$ cat config.mk
export PLATFORM = sky130hd
export DESIGN_NAME = fx_div
export DESIGN_NICKNAME = d
export VERILOG_FILES = /design/src/rtl/fx_pkg.sv /design/src/rtl/fx_div_step.sv /design/src/rtl/fx_div.sv
export SDC_FILE = /design/constraint.sdc
export NUM_CORES = 1
export LEC_CHECK = 0
export BUFFER_PORTS_ARGS = -buffer_cell sky130_fd_sc_hd__buf_2
export CAP_MARGIN = 15
export CORE_MARGIN = 5
export CORE_UTILIZATION = 55
export CTS_CLUSTER_SIZE = 8
export DETAILED_ROUTE_END_ITERATION = 10
export PLACE_DENSITY = 0.81
export SLEW_MARGIN = 20
export SYNTH_ARGS = -nofsm -noshare
export SYNTH_HDL_FRONTEND = slang
export SYNTH_SLANG_ARGS = --single-unit
export TNS_END_PERCENT = 20
$ cat constraint.sdc
create_clock -name clk -period 3 [get_ports clk]
set_input_delay 0.15 -clock clk [delete_from_list [all_inputs] [get_ports clk]]
set_output_delay 0.15 -clock clk [all_outputs]
set_load 0.005 [all_outputs]
$ cat src/rtl/fx_pkg.sv
// Shared Q16.16 fixed-point definitions for the ray-intersection datapath blocks.
package fx_pkg;

  localparam int FX_WIDTH = 32;
  localparam int FX_FRAC  = 16;

  localparam logic [FX_WIDTH-1:0] FX_MAX = 32'h7FFF_FFFF;
  localparam logic [FX_WIDTH-1:0] FX_MIN = 32'h8000_0000;

  typedef logic signed [FX_WIDTH-1:0] fx_t;

endpackage

$ cat src/rtl/fx_div_step.sv
// One restoring-division step: shift in a dividend bit, subtract the divisor if it fits.
module fx_div_step #(
  parameter int MW = 33
) (
  input  logic [MW-1:0] rem_in,
  input  logic          dbit,
  input  logic [MW-1:0] divisor,
  output logic [MW-1:0] rem_out,
  output logic          qbit
);

  logic [MW:0] trial;
  logic [MW:0] diff;

  always_comb begin
    trial   = {rem_in, dbit};
    diff    = trial - {1'b0, divisor};
    qbit    = (trial >= {1'b0, divisor});
    rem_out = qbit ? diff[MW-1:0] : trial[MW-1:0];
  end

endmodule

$ cat src/rtl/fx_div.sv
// Iterative signed Q16.16 divider: one quotient bit per clock, saturating, with divide-by-zero flag.
//   state | meaning
//   IDLE  | ready for operands
//   CALC  | restoring iteration, one quotient bit per cycle
//   FIX   | apply sign / saturation, register result
//   DONE  | result held until out_ready
module fx_div
  import fx_pkg::*;
#(
  parameter int WIDTH = FX_WIDTH,
  parameter int FRAC  = FX_FRAC
) (
  input  logic             clk,
  input  logic             rst_n,
  input  logic             in_valid,
  output logic             in_ready,
  input  logic [WIDTH-1:0] num,
  input  logic [WIDTH-1:0] den,
  output logic             out_valid,
  input  logic             out_ready,
  output logic [WIDTH-1:0] quot,
  output logic             div0,
  output logic             ovf
);

  localparam int QW = WIDTH + FRAC;
  localparam int MW = WIDTH + 1;
  localparam int CW = $clog2(QW);
  localparam logic [CW-1:0]    CNT_START = CW'(QW - 1);
  localparam logic [WIDTH-1:0] SAT_POS   = {1'b0, {(WIDTH-1){1'b1}}};
  localparam logic [WIDTH-1:0] SAT_NEG   = {1'b1, {(WIDTH-1){1'b0}}};
  localparam logic [QW-1:0]    MAG_POS   = QW'(SAT_POS);
  localparam logic [QW-1:0]    MAG_NEG   = QW'(SAT_NEG);

  typedef enum logic [1:0] {IDLE, CALC, FIX, DONE} state_t;

  state_t        state;
  logic          sign;
  logic          num_neg;
  logic          zero_den;
  logic [MW-1:0] den_mag;
  logic [MW-1:0] rem;
  logic [QW-1:0] dividend;
  logic [QW-1:0] q;
  logic [CW-1:0] cnt;

  logic [MW-1:0] num_mag;
  logic [MW-1:0] den_mag_in;
  logic [MW-1:0] rem_next;
  logic          qbit;

  // Extra bit keeps the most negative value's magnitude representable.
  assign num_mag    = num[WIDTH-1] ? (~{1'b1, num}) + MW'(1) : {1'b0, num};
  assign den_mag_in = den[WIDTH-1] ? (~{1'b1, den}) + MW'(1) : {1'b0, den};
  assign in_ready   = (state == IDLE);

  fx_div_step #(.MW(MW)) u_step (
    .rem_in  (rem),
    .dbit    (dividend[QW-1]),
    .divisor (den_mag),
    .rem_out (rem_next),
    .qbit    (qbit)
  );

  always_ff @(posedge clk) begin
    if (!rst_n) begin
      state     <= IDLE;
      out_valid <= 1'b0;
      quot      <= '0;
      div0      <= 1'b0;
      ovf       <= 1'b0;
      sign      <= 1'b0;
      num_neg   <= 1'b0;
      zero_den  <= 1'b0;
      den_mag   <= '0;
      rem       <= '0;
      dividend  <= '0;
      q         <= '0;
      cnt       <= '0;
    end else begin
      case (state)
        IDLE: begin
          if (in_valid) begin
            sign     <= num[WIDTH-1] ^ den[WIDTH-1];
            num_neg  <= num[WIDTH-1];
            zero_den <= (den == '0);
            den_mag  <= den_mag_in;
            dividend <= {num_mag[WIDTH-1:0], {FRAC{1'b0}}};
            rem      <= '0;
            q        <= '0;
            cnt      <= CNT_START;
            state    <= CALC;
          end
        end
        CALC: begin
          rem      <= rem_next;
          dividend <= {dividend[QW-2:0], 1'b0};
          q        <= {q[QW-2:0], qbit};
          if (cnt == '0) state <= FIX;
          else           cnt   <= cnt - CW'(1);
        end
        FIX: begin
          div0 <= zero_den;
          ovf  <= 1'b0;
          if (zero_den) begin
            quot <= num_neg ? SAT_NEG : SAT_POS;
          end else if (!sign && q > MAG_POS) begin
            quot <= SAT_POS;
            ovf  <= 1'b1;
          end else if (sign && q > MAG_NEG) begin
            quot <= SAT_NEG;
            ovf  <= 1'b1;
          end else begin
            quot <= sign ? (~q[WIDTH-1:0]) + WIDTH'(1) : q[WIDTH-1:0];
          end
          out_valid <= 1'b1;
          state     <= DONE;
        end
        DONE: begin
          if (out_ready) begin
            out_valid <= 1'b0;
            state     <= IDLE;
          end
        end
        default: state <= IDLE;
      endcase
    end
  end

endmodule

* Yosys cells after proc, flatten, opt, wreduce, memory -nomap -nowiden
Cells that the tools add are included.
Storage, ports and cells: register bits 208, output and inout port bits 36
Cells by class: add/sub/neg operators 5, order comparisons 3, equal/unequal tests 7, muxes and demuxes 26, bitwise gates (word level) 4, reductions and logical operators 13
Operators by type and width (number):
- two-way mux 32 bit | 6
- one-hot mux 48 bit (2 select lines) | 2
- two-way mux 33 bit | 3
- two-way mux 48 bit | 2
- one-hot mux 33 bit (2 select lines) | 1
- adder 32 x 1 -> 32 bit (second input constant) | 2
- NOT 32 bit | 2
- > comparator 48 x 31 -> 1 bit (second input constant) | 1
- > comparator 48 x 32 -> 1 bit (second input constant) | 1
- >= comparator 34 x 33 -> 1 bit | 1
- adder 33 x 1 -> 33 bit (second input constant) | 1
- NOT 33 bit | 1
- subtractor 33 bit | 1
- zero test 32 bit | 1
- two-way mux 6 bit | 2
- one-hot mux 6 bit (2 select lines) | 1
- inequality test 2 bit (second input constant) | 4
- one-hot mux 2 bit (4 select lines) | 1
- zero test 6 bit | 1
- two-way mux 2 bit | 3
- AND reduction 2 bit | 3
- AND reduction 3 bit | 2
- subtractor 6 x 1 -> 6 bit (second input constant) | 1
- == test 2 bit (second input constant) | 2
- other kinds (8) | 13

* Longest topological paths before layout
depth in word-level cells 6, depth in mapped cells 13, gate-level depth less buffers 12

* By module
Synthesis repeated with hierarchy kept, for this count alone.
Second synthesis, totals: cells, all modules 1530, area total of the unflattened synthesis 11962.7 sq um
Modules (own cells, without submodules):
- fx_div | instances 1, cells an instance 1164, area an instance 9574.2 sq um, sequential area each 3843.7 sq um
- fx_div_step | instances 1, cells an instance 366, area an instance 2388.5 sq um, sequential area each 0.0 sq um

* Least setup slack after synthesis
Ideal clock, no wire load.
path kind register to register, from register dividend[47], to register rem[19], library setup time 0.129 ns, arrival time 2.722 ns, required time 2.871 ns, setup slack 0.150 ns, cell stages (with the launch flop) 14, buffers on the path 2, clock period less this slack 2.850 ns, path through dfxtp_1 > inv_1 > ha_1 > fa_1 > nand2b_1 > o2bb2ai_1 > o21bai_1 > a211oi_1 > nor3b_1 > nor2_1 > clkbuf_1 > buf_2 > a32oi_1 > o21ai_0
Between the ends: longest elaborated chain between the ends 3, elaborated cells on any way between the ends 4, those cells by class 1 x add/sub; 1 x order compare; 2 x mux
Ends and longest elaborated chain:
- start, declared | line fx_div.sv:43 | logic [QW-1:0] dividend;
- start signal, assigned | line fx_div.sv:88 | dividend <= {num_mag[WIDTH-1:0], {FRAC{1'b0}}};
- start signal, assigned | line fx_div.sv:97 | dividend <= {dividend[QW-2:0], 1'b0};
- subtractor 33 bit or >= comparator 34 x 33 -> 1 bit (tied branches) | line fx_div_step.sv:17, fx_div_step.sv:18
- two-way mux 33 bit * | line fx_div_step.sv:19 | rem_out = qbit ? diff[MW-1:0] : trial[MW-1:0];
- one-hot mux 33 bit (2 select lines) * | line fx_div.sv:81 | case (state)
- end signal, assigned | line fx_div.sv:96 | rem <= rem_next;
- end, declared | line fx_div.sv:42 | logic [MW-1:0] rem;
Mark *: on every way between the ends. The rest lies on a longest branch, timed or not. A chain may end at the register's enable or synchronous reset.

* Worst setup path in the final report
from register q[0], to register quot[30]
Between the ends: longest elaborated chain between the ends 6, elaborated cells on any way between the ends 10, those cells by class 1 x add/sub; 2 x order compare; 4 x mux; 1 x bitwise; 2 x reduce/logical
Ends and longest elaborated chain:
- start, declared | line fx_div.sv:44 | logic [QW-1:0] q;
- start signal, assigned | line fx_div.sv:98 | q <= {q[QW-2:0], qbit};
- NOT 32 bit | line fx_div.sv:114 | quot <= sign ? (~q[WIDTH-1:0]) + WIDTH'(1) : q[WIDTH-1:0];
- adder 32 x 1 -> 32 bit | line fx_div.sv:114
- two-way mux 32 bit | line fx_div.sv:114
- two-way mux 32 bit | line fx_div.sv:110 | end else if (sign && q > MAG_NEG) begin
- two-way mux 32 bit * | line fx_div.sv:107 | end else if (!sign && q > MAG_POS) begin
- two-way mux 32 bit * | line fx_div.sv:105 | if (zero_den) begin
- end signal, assigned | line fx_div.sv:106 | quot <= num_neg ? SAT_NEG : SAT_POS;
- end signal, assigned | line fx_div.sv:114
- end, declared | line fx_div.sv:21 | output logic [WIDTH-1:0] quot,
Marked as above.

==> results.md <==
- Syn Inst Count: 1455
- DP Wirelength: 20090 µm
- Mapped Nets: 1566
- XOR/XNOR Fraction of Synth Area: 6.992%
- Vias per inst: 5.948
- First-pass iteration count of the detailed router: 5
- HP Class: input pin to flip-flop
- Root buf cell: clkbuf_16
- RD Place Congestion: 0.8907
- Register area: 3845 µm²
- Setup TNS: 0 ns
- Post-synthesis sequential area ratio: 33.35%
- Vias in the first global route: 9832
- Fin nets: 1628
- Fillers: 1817
- Fraction of synthesized area in multiplexers: 0.6080%
- Mean post-synth cell area: 7.921 µm²
- Hold Crit Depth: 3
- Iteration-0 DRC Markers: 930
- Number of H-tree levels: 4
- Final Hold Viols: 0
- ANT cells: 0
- Gr ovfl total: 0
- Core ar.: 20820 µm²
- Synth Area in Adders: 4.733%
- Total track usage: 22.94%
- Top Ports: 104
- Final Max Slew Viols: 0
- Worst-skew pair later-pin latency: 0.44 ns
- DP Area: 12250 µm²
- CTS Buf Count: 17
- Status: completed
- WP data arrival: 3.20 ns
- Initial Utilization: 55.35%
- Post-synth EDFFs: 0
- Cts hold-fix bufs: 0
- Cts repair resizes: 0
- Primary FF master, synth: dfxtp_1
- Clk pin slew, worst setup/hold paths: 0.07 ns
- CTS tree: done
- Post-synth ARST share: 0%
- Final ANT Viol Nets: 0
- Via count: 10730
- Share of cells above drive strength 1: 13.41%
- Worst slew margin relative to its limit: 49.43%
- DIE AREA: 23950 µm²
- Die H: 154.8 µm
- Cell area after layout: 12850 µm²
- Main combinational cell family by area after synthesis: compound AO/OA/AOI/OAI gates
- Pwr Density: 725.9 nW/µm²
- Post-CTS Setup Bufs: 0
- Port bufs: 103
- Final Cycle Share: 95.78%
- RSZ-0062 raised after global routing: yes
- Placed insts: 1773
- Reg2Reg Depth: 10
- Worst vdd ir: 0.5509 mV
- Number of library cell types mapped by synthesis: 80
- Initial antenna violation count: 0
- Max Fclk: 0.3480 GHz
- Worst Tran Pin Value: 0.7556 ns
- CP Max Fanout: 6
- Synth Area in Compound Gates: 27.75%
- Synth warnings: 0
- FP Rows: 53
- Multi-input logic area: 7127 µm²
- Synthesized flop and latch total: 192
- Kind of critical path: flip-flop to flip-flop
- Simple-Gate Fraction of Synth Area: 21.19%
- Largest net degree at the start of global routing: 68
- Global-route wire length before repair: 46730 µm
- Final setup fails: 0
- Req. time, crit path: 3.32 ns
- DRC errors left: 0
- Die Wd: 154.8 µm
- CP Launch Type: flip-flop
- Fin cells: 1804
- LEAKAGE: 5.341 nW
- Post-Route WL: 28680 µm
- CP Capture Type: flip-flop
- Synth Cell Area: 11520 µm²
- TritonCTS Sinks: 192
- Layout area overhead: 11.51%
- CTS Buffer Depth: 2
- Routed WL per cell: 15.90 µm
- Setup Skew: 0.01120 ns
- Post-route minimum period: 2.874 ns
- Max-cap violations: 0
-- cell usage after synthesis, drive strengths merged (4+ instances only) --
cell type	number	area [µm²]
a221oi	6	52.55
a211oi	8	60.06
nor3b	12	90.09
o21a	10	75.07
o31ai	32	245.2
a21oi	97	485.5
o21bai	4	30.03
o22ai	23	143.9
clkbuf	86	352.8
or3	15	103.9
nand2	213	799.5
nand3	18	90.09
and3	8	50.05
nand2b	10	62.56
xnor2	24	210.2
a21o	14	105.1
nor4	12	81.33
and2	10	62.56
a31oi	8	50.05
nand4	9	62.56
inv	53	198.9
mux2i	7	70.07
or2	5	31.28
xor2	68	595.6
o21ai	129	660.6
nor3	28	161.4
o211a	25	250.2
o31a	6	52.55
buf	7	45.04
dfxtp	192	3844
ha	42	525.5
o211ai	12	90.09
or4	10	86.33
o41ai	4	35.03
a32oi	10	87.58
a22oi	48	360.4
nor2b	61	381.6
nor2	65	244.0
a21boi	24	180.2
-- cells in the final DEF, fill, tap and decap left out, types with 9 or more instances in the layout --
cell type and count:
nor2b_1 61, buf_2 102, o22ai_1 23, a21boi_0 24
or3_1 13, nor2_1 63, buf_4 34, o211ai_1 12
nand2b_1 10, o21ai_0 118, nand3_1 18, xor2_1 68
inv_1 53, ha_1 42, nor3_1 25, a21o_1 14
o211a_1 25, nand2_1 213, nor4_1 11, a21oi_1 95
dfxtp_1 191, and2_1 9, a22oi_1 48, o31ai_1 30
a32oi_1 10, o21a_1 9, nor3b_1 11, xnor2_1 24
clkbuf_16 17
-- final timing paths --
kind             from         end  slack (ns)
max              q[0]    quot[30]        0.13
min            den[0]  den_mag[0]        0.02
max reg2reg      q[0]    quot[30]        0.13
min reg2reg  quot[24]    quot[24]        0.45
-- layer usage --
metal / GRT usage, % / share of wire [%] / vias to the layer above
met3: 3.190 / 4.5 / 61
met4: 7.275 / 2.2 / 0
li1: - / - / 5342
met5: 0 / 0 / -
met1: 29.50 / 45 / 5029
met2: 39.85 / 48 / 299
-- power breakdown --
| part | total [mW] | switching, mW | internal, mW |
|---|---|---|---|
| combinational | 4.00 | 2.52 | 1.47 |
| clock | 2.13 | 1.03 | 1.10 |
| sequential | 3.20 | 0.240 | 2.96 |
| total | 9.33 | 3.79 | 5.53 |
-- cells by family after synthesis --
family	count (synthesis)
AOI/OAI and AO/OA	485
xor gates and xnor gates	92
adders and majority gates	43
buffers and inverters	148
DFF	192
muxes	7
and+or+nand+nor	488
-- flip-flops by register name, indices dropped and copies added, names as in the netlist --
name and flops:
q 48, den_mag 33, rem 33, dividend 32
quot 32, cnt 6, state 2, div0 1
num_neg 1, out_valid 1, ovf 1, sign 1
zero_den 1
-- through the flow --
stage	setup WS [ns]	utilization, %	hold slack, ns	power (mW)
floorplan	0.1497	-	0.2949	6.126
global placement	0.1211	58.84	0.4348	7.007
detailed placement	0.05631	58.84	0.4376	7.101
CTS	0.03736	61.47	0.01093	9.270
global route	-0.06649	61.72	0.03472	9.948
finish	0.1265	61.72	0.01834	9.328
-- cell type report --
cell class,instances,area share [%]
clock buffer,19,3.447
multi-input combinational,1115,55.46
inverter,54,1.577
sequential,192,29.92
timing repair buffer,137,6.114
tap,275,2.677
clock inverter,12,0.8081
-- critical path, stage by stage, from the launching register on --
cell and delay [ns]:
dfxtp_1 0.36, inv_1 0.07, ha_1 0.17, or3b_2 0.52, nor3_4 0.24, nand3b_1 0.15
or3_1 0.35, or4_1 0.43, nor3b_1 0.16, a211oi_1 0.24, o21ai_1 0.08
No activity file was read; power rests on OpenSTA's default activity.
